[src/rtl/vx_tensor_wgmma_sequencer_pkg.sv]
// Shared tensor-core types: sequencer FSM state and the per-micro-op
// metadata record that also feeds the tensor core's commit metadata queue.
package VX_gpu_pkg;

  localparam int UUID_WIDTH  = 16;
  localparam int NW_WIDTH    = 2;
  localparam int NUM_THREADS = 4;
  localparam int XLEN        = 32;
  localparam int NR_BITS     = 5;

  typedef enum logic [0:0] {
    IDLE  = 1'b0,
    ISSUE = 1'b1
  } tensor_seq_state_t;

  typedef struct packed {
    logic [UUID_WIDTH-1:0]  uuid;
    logic [NW_WIDTH-1:0]    wid;
    logic [NUM_THREADS-1:0] tmask;
    logic [XLEN-1:0]        pc;
    logic                   wb;
    logic [NR_BITS-1:0]     rd;
  } tensor_uop_meta_t;

endpackage

[src/rtl/vx_tensor_wgmma_sequencer_credit.sv]
// Credit counter for in-flight micro-ops. Starts full; take consumes one
// credit, give returns one. Simultaneous give and take cancel out. The
// counter saturates at both ends rather than wrapping.
module VX_tensor_seq_credit #(
  parameter int CREDITS = 2
) (
  input  logic clk,
  input  logic reset,
  input  logic give_i,
  input  logic take_i,
  output logic full_o,
  output logic empty_o
);

  localparam int CW = $clog2(CREDITS + 1);
  localparam logic [CW-1:0] CMAX = CW'(CREDITS);

  logic [CW-1:0] count_q;

  assign full_o  = (count_q == CMAX);
  assign empty_o = (count_q == {CW{1'b0}});

  // Credit count: +1 on give, -1 on take, hold when both or neither
  always_ff @(posedge clk or negedge reset) begin
    if (!reset) begin
      count_q <= CMAX;
    end else begin
      case ({give_i, take_i})
        2'b10:   if (!full_o)  count_q <= count_q + CW'(1);
        2'b01:   if (!empty_o) count_q <= count_q - CW'(1);
        default: count_q <= count_q;
      endcase
    end
  end

endmodule

[src/rtl/vx_tensor_wgmma_sequencer.sv]
// WGMMA micro-op sequencer: accepts one instruction and expands it into
// in_nsteps_m1+1 per-k-step micro-ops, one per cycle at most.
// Optional feature macro: VX_TENSOR_SEQ_CREDIT_EN caps in-flight micro-ops
// at CREDITS so the tensor core's metadata queue cannot overflow.
module vx_tensor_wgmma_sequencer
  import VX_gpu_pkg::*;
#(
  parameter int NUM_STEPS_MAX = 8,
  parameter int CREDITS       = 2,
  parameter int STEPW         = $clog2(NUM_STEPS_MAX)
) (
  input  logic                   clk,
  input  logic                   reset,
  input  logic                   in_valid,
  output logic                   in_ready,
  input  logic [UUID_WIDTH-1:0]  in_uuid,
  input  logic [NW_WIDTH-1:0]    in_wid,
  input  logic [NUM_THREADS-1:0] in_tmask,
  input  logic [XLEN-1:0]        in_pc,
  input  logic                   in_wb,
  input  logic [NR_BITS-1:0]     in_rd,
  input  logic [STEPW-1:0]       in_nsteps_m1,
  output logic                   out_valid,
  input  logic                   out_ready,
  output logic [UUID_WIDTH-1:0]  out_uuid,
  output logic [NW_WIDTH-1:0]    out_wid,
  output logic [NUM_THREADS-1:0] out_tmask,
  output logic [XLEN-1:0]        out_pc,
  output logic                   out_wb,
  output logic [NR_BITS-1:0]     out_rd,
  output logic [STEPW-1:0]       out_step,
  output logic                   out_last,
  input  logic                   commit_fire,
  output logic                   busy
);

  tensor_seq_state_t state_q;
  logic [STEPW-1:0]  step_q;
  logic [STEPW-1:0]  last_step_q;
  tensor_uop_meta_t  meta_q;

  logic issue_s;
  logic credit_ok_s;
  logic out_fire_s;
  logic accept_s;

  assign issue_s    = (state_q == ISSUE);
  assign in_ready   = (state_q == IDLE);
  assign accept_s   = in_valid & in_ready;
  assign out_valid  = issue_s & credit_ok_s;
  assign out_fire_s = out_valid & out_ready;

  // Everything below is decoded from registers only, so it stays stable
  // while a micro-op is held under backpressure.
  assign out_step  = step_q;
  assign out_last  = issue_s & (step_q == last_step_q);
  assign out_wb    = meta_q.wb & out_last;
  assign out_uuid  = meta_q.uuid;
  assign out_wid   = meta_q.wid;
  assign out_tmask = meta_q.tmask;
  assign out_pc    = meta_q.pc;
  assign out_rd    = meta_q.rd;

  // Sequencer FSM: latch on accept, step on each fire, return to IDLE after the last
  always_ff @(posedge clk or negedge reset) begin
    if (!reset) begin
      state_q     <= IDLE;
      step_q      <= {STEPW{1'b0}};
      last_step_q <= {STEPW{1'b0}};
      meta_q      <= '0;
    end else begin
      case (state_q)
        IDLE: begin
          if (accept_s) begin
            state_q     <= ISSUE;
            step_q      <= {STEPW{1'b0}};
            last_step_q <= in_nsteps_m1;
            meta_q      <= '{uuid: in_uuid, wid: in_wid, tmask: in_tmask,
                             pc: in_pc, wb: in_wb, rd: in_rd};
          end
        end
        ISSUE: begin
          if (out_fire_s) begin
            if (step_q == last_step_q) begin
              state_q <= IDLE;
            end else begin
              step_q <= step_q + STEPW'(1);
            end
          end
        end
        default: state_q <= IDLE;
      endcase
    end
  end

`ifdef VX_TENSOR_SEQ_CREDIT_EN
  logic credit_full_s;
  logic credit_empty_s;

  VX_tensor_seq_credit #(
    .CREDITS (CREDITS)
  ) u_credit (
    .clk     (clk),
    .reset   (reset),
    .give_i  (commit_fire),
    .take_i  (out_fire_s),
    .full_o  (credit_full_s),
    .empty_o (credit_empty_s)
  );

  assign credit_ok_s = ~credit_empty_s;
  assign busy        = issue_s | ~credit_full_s;
`else
  // Without credits the tensor core's commit handshake has no effect here.
  logic unused_cfg_s;
  assign unused_cfg_s = ^{commit_fire, 32'(CREDITS)};
  assign credit_ok_s  = 1'b1;
  assign busy         = issue_s;
`endif

endmodule

[config.mk]
export PLATFORM = sky130hd
export DESIGN_NAME = vx_tensor_wgmma_sequencer
export DESIGN_NICKNAME = d
export VERILOG_FILES = /design/src/rtl/vx_tensor_wgmma_sequencer_pkg.sv /design/src/rtl/vx_tensor_wgmma_sequencer_credit.sv /design/src/rtl/vx_tensor_wgmma_sequencer.sv
export SDC_FILE = /design/constraint.sdc
export NUM_CORES = 1
export LEC_CHECK = 0
export BUFFER_PORTS_ARGS = -buffer_cell sky130_fd_sc_hd__buf_2
export CORE_MARGIN = 10
export CORE_UTILIZATION = 40
export DETAILED_ROUTE_END_ITERATION = 10
export HOLD_SLACK_MARGIN = 0.05
export PLACE_DENSITY = 0.66
export SLEW_MARGIN = 10
export SYNTH_ARGS = -nofsm -noshare
export SYNTH_HDL_FRONTEND = slang
export SYNTH_HIERARCHICAL = 1
export SYNTH_SLANG_ARGS = --single-unit
[constraint.sdc]
create_clock -name clk -period 1.87 [get_ports clk]
set_input_delay 0.374 -clock clk [delete_from_list [all_inputs] [get_ports clk]]
set_output_delay 0.374 -clock clk [all_outputs]
set_load 0.1 [all_outputs]
==> results by group <==
Status
  • Status: finished, violations left
  • Failing checks: setup timing

Synthesis
  • Syn. warnings: 6
  • Mapped Nets: between 200 and 300
  • Synth unique cells: 25
  • Main synth FF type: dfrtp_1
  • Number of synthesized flops with an enable pin: 0
  • Mapped Cells: 228
  • #FFs+latches synth: 67
  • Post-synthesis sequential area ratio: 53.7%
  • Post-synth ARST share: 100%
  • Synthesized cell area: 3120 sq um
  • Syn_area_per_cell: 13.7 sq um

Clocking
  • Clock transition at path regs: 70 ps
  • Root buffer cell: clkbuf_8
  • Clock Path Buffers: 2
  • Clock tree from TritonCTS: built
  • H-tree levels: 3
  • Number of buffers created by CTS: 9
  • Sink Count: 67
  • Worst-Skew Late Latency: between 300 and 400 ps

Layout
  • Footprint of the multi-input gates: 961 sq um
  • Final instance area: 3820 sq um
  • Leading cell type in the layout, fill and taps excluded: buf_2
  • Final Util: 50.0%
  • Post-Layout Cell Count: about 420
  • Fillers: 681
  • Share of cells above drive strength 1: 73.8%
  • ANT cells: 0
  • Reg area: approximately 1700 sq um
  • Most frequent cells in the layout: buf_2 (131), mux2_2 (63), dfrtp_1 (63)
  • Nets@finish: 384
  • P&R area growth vs syn: 22.4%

Worst setup path
  • CP max FO: 3
  • Worst setup EP type: primary output
  • Worst reg-to-reg path cell count: 3
  • Critical Path RT: 1500 ps
  • R2r endpoint: out_pc[7]$_DFFE_PN0P_
  • Reg2Reg Setup Slack: 370 ps
  • Reg2Reg Launch Point: busy$_DFF_PN0_
  • Crit. Startpoint: last_step_q[2]$_DFFE_PN0P_
  • Startpoint types: register
  • Worst path arrival time: 1690 ps
  • Setup CP Type: register to primary output
  • End of the critical path: out_wb

Floorplan
  • Die area: 11700 sq um
  • Die Width: 108 microns
  • Row count: 32
  • # IOs: 135
  • Initial Util: 40.8%
  • Core area: between 7000 and 8000 sq um
  • Die H: 108 microns

Timing
  • RSZ-0062 raised after global routing: true
  • Clock Skew: between 6 and 7 ps
  • Max Transition Viols Final: 0
  • Max-slew headroom: 61.0%
  • Final setup violation count: 2
  • Final cycle utilization of the critical path: 111%
  • Final setup margin: -197 ps
  • Min Tclk post-route: 2070 ps
  • Fmax: roughly 480 MHz
  • Hold Fails Final Rpt: 0
  • Worst slew pin tran: 585 ps

Global routing
  • Initial antenna violation count: 0
  • First-pass GRT wire length: 10200 microns
  • GRT Total Usage: 10.8%
  • Vias in the first global route: around 2100
  • GR Overflow Total: 0
  • Largest net degree at the start of global routing: 38

Drt
  • WL per Instance: 15.6 microns
  • Avg Vias per Cell: 4.48
  • Vias: 1889
  • Initial DRC count: 50
  • ANT nets after route: 0
  • Final WL: roughly 6600 microns
  • Detailed Routing Iterations Pass 1: 4
  • DR DRC count: 0

Placed design
  • Pre-CTS worst setup slack: 59.0 ps
  • Placer Congestion: 0.700
  • Placed Cells: 400
  • Post-DP Area: 3570 sq um
  • Port Buffer Count: around 130

Worst hold path
  • Min-delay worst type: input pin to register

Run
  • Max cap viols: 0
-- registers in the layout (all words and copies together), names as in the netlist --
register,flops
busy,1
out_uuid,16
meta_q,1
out_tmask,4
out_step,3
last_step_q,3
out_rd,5
out_wid,2
out_pc,32
-- worst max-delay path, cell delays in order (launching register included) --
cell and delay (ps):
dfrtp_1 410, xor2_2 180, or3_4 410, nor3_4 160
buf_12 200
-- cells by family after synthesis --
kind of cell | share of synthesized area [%]
AO/OA/AOI/OAI | 2.60
AND/OR/NAND/NOR | 3.12
adder cells (fa/ha/maj) | 0.401
multiplexers | 22.7
buffers and inverters | 16.4
flip-flops | 53.7
XOR/XNOR | 1.08
-- worst min-delay path by stage --
stage                           start                         end  slack [ps]  depth (start not counted)
after floorplan                 reset  last_step_q[0]$_DFFE_PN0P_          80                          0
after global placement          reset      out_pc[17]$_DFFE_PN0P_         390                          1
after detailed placement        reset      out_pc[14]$_DFFE_PN0P_         400                          1
after CTS                   in_pc[18]      out_pc[18]$_DFFE_PN0P_         250                          2
after global routing      in_tmask[2]    out_tmask[2]$_DFFE_PN0P_         250                          2
final                       in_pc[16]      out_pc[16]$_DFFE_PN0P_         270                          2
-- per-layer routing --
layer / up-vias / GRT usage, % / routed length (microns)
met5: - / 0 / 0
met4: 0 / 3.39 / 67
met3: 6 / 6.13 / 761
met2: 73 / 19.0 / 3320
met1: 913 / 10.7 / 2420
li1: 897 / - / -
-- Yosys cell counts, types with 2 or more instances --
cell type | instances | area share, %
o31ai_1 | 2 | 0.48
dfrtp_1 | 67 | 54
inv_1 | 2 | 0.24
nand2_1 | 3 | 0.36
xor2_1 | 2 | 0.56
o211ai_2 | 2 | 0.80
nor2_1 | 3 | 0.36
nand3b_1 | 2 | 0.48
mux2_2 | 63 | 23
buf_4 | 66 | 16
o221a_2 | 2 | 0.72
-- through the flow --
step / hold slack (ps) / TNS (ps)
floorplan: 78.4 / -1260
global placement: 391 / 0
detailed placement: 400 / 0
CTS: 251 / -406
global route: 248 / -529
finish: 269 / -357
-- final cells by class --
type | count | area share, %
well taps | 102 | 3.34
multi-input cells | 91 | 25.1
clock inverters | 5 | 2.03
clock buffers | 11 | 3.44
repair buffers | 144 | 21.7
inverters | 2 | 0.295
flip-flops and latches | 67 | 44.0
-- timing repair --
action / CTS / global route
gates resized for setup: 0 / 0
setup endpoints to repair: 3 / 3
pin swaps: 2 / 1
buffers inserted: 5 / 0
cloned: 0 / 0
hold endpoints to repair: 20 / 0
hold buffers: 1 / 0
Power is not shown: default switching activity piles up to over one toggle a cycle in this logic, so the estimate is an artifact.
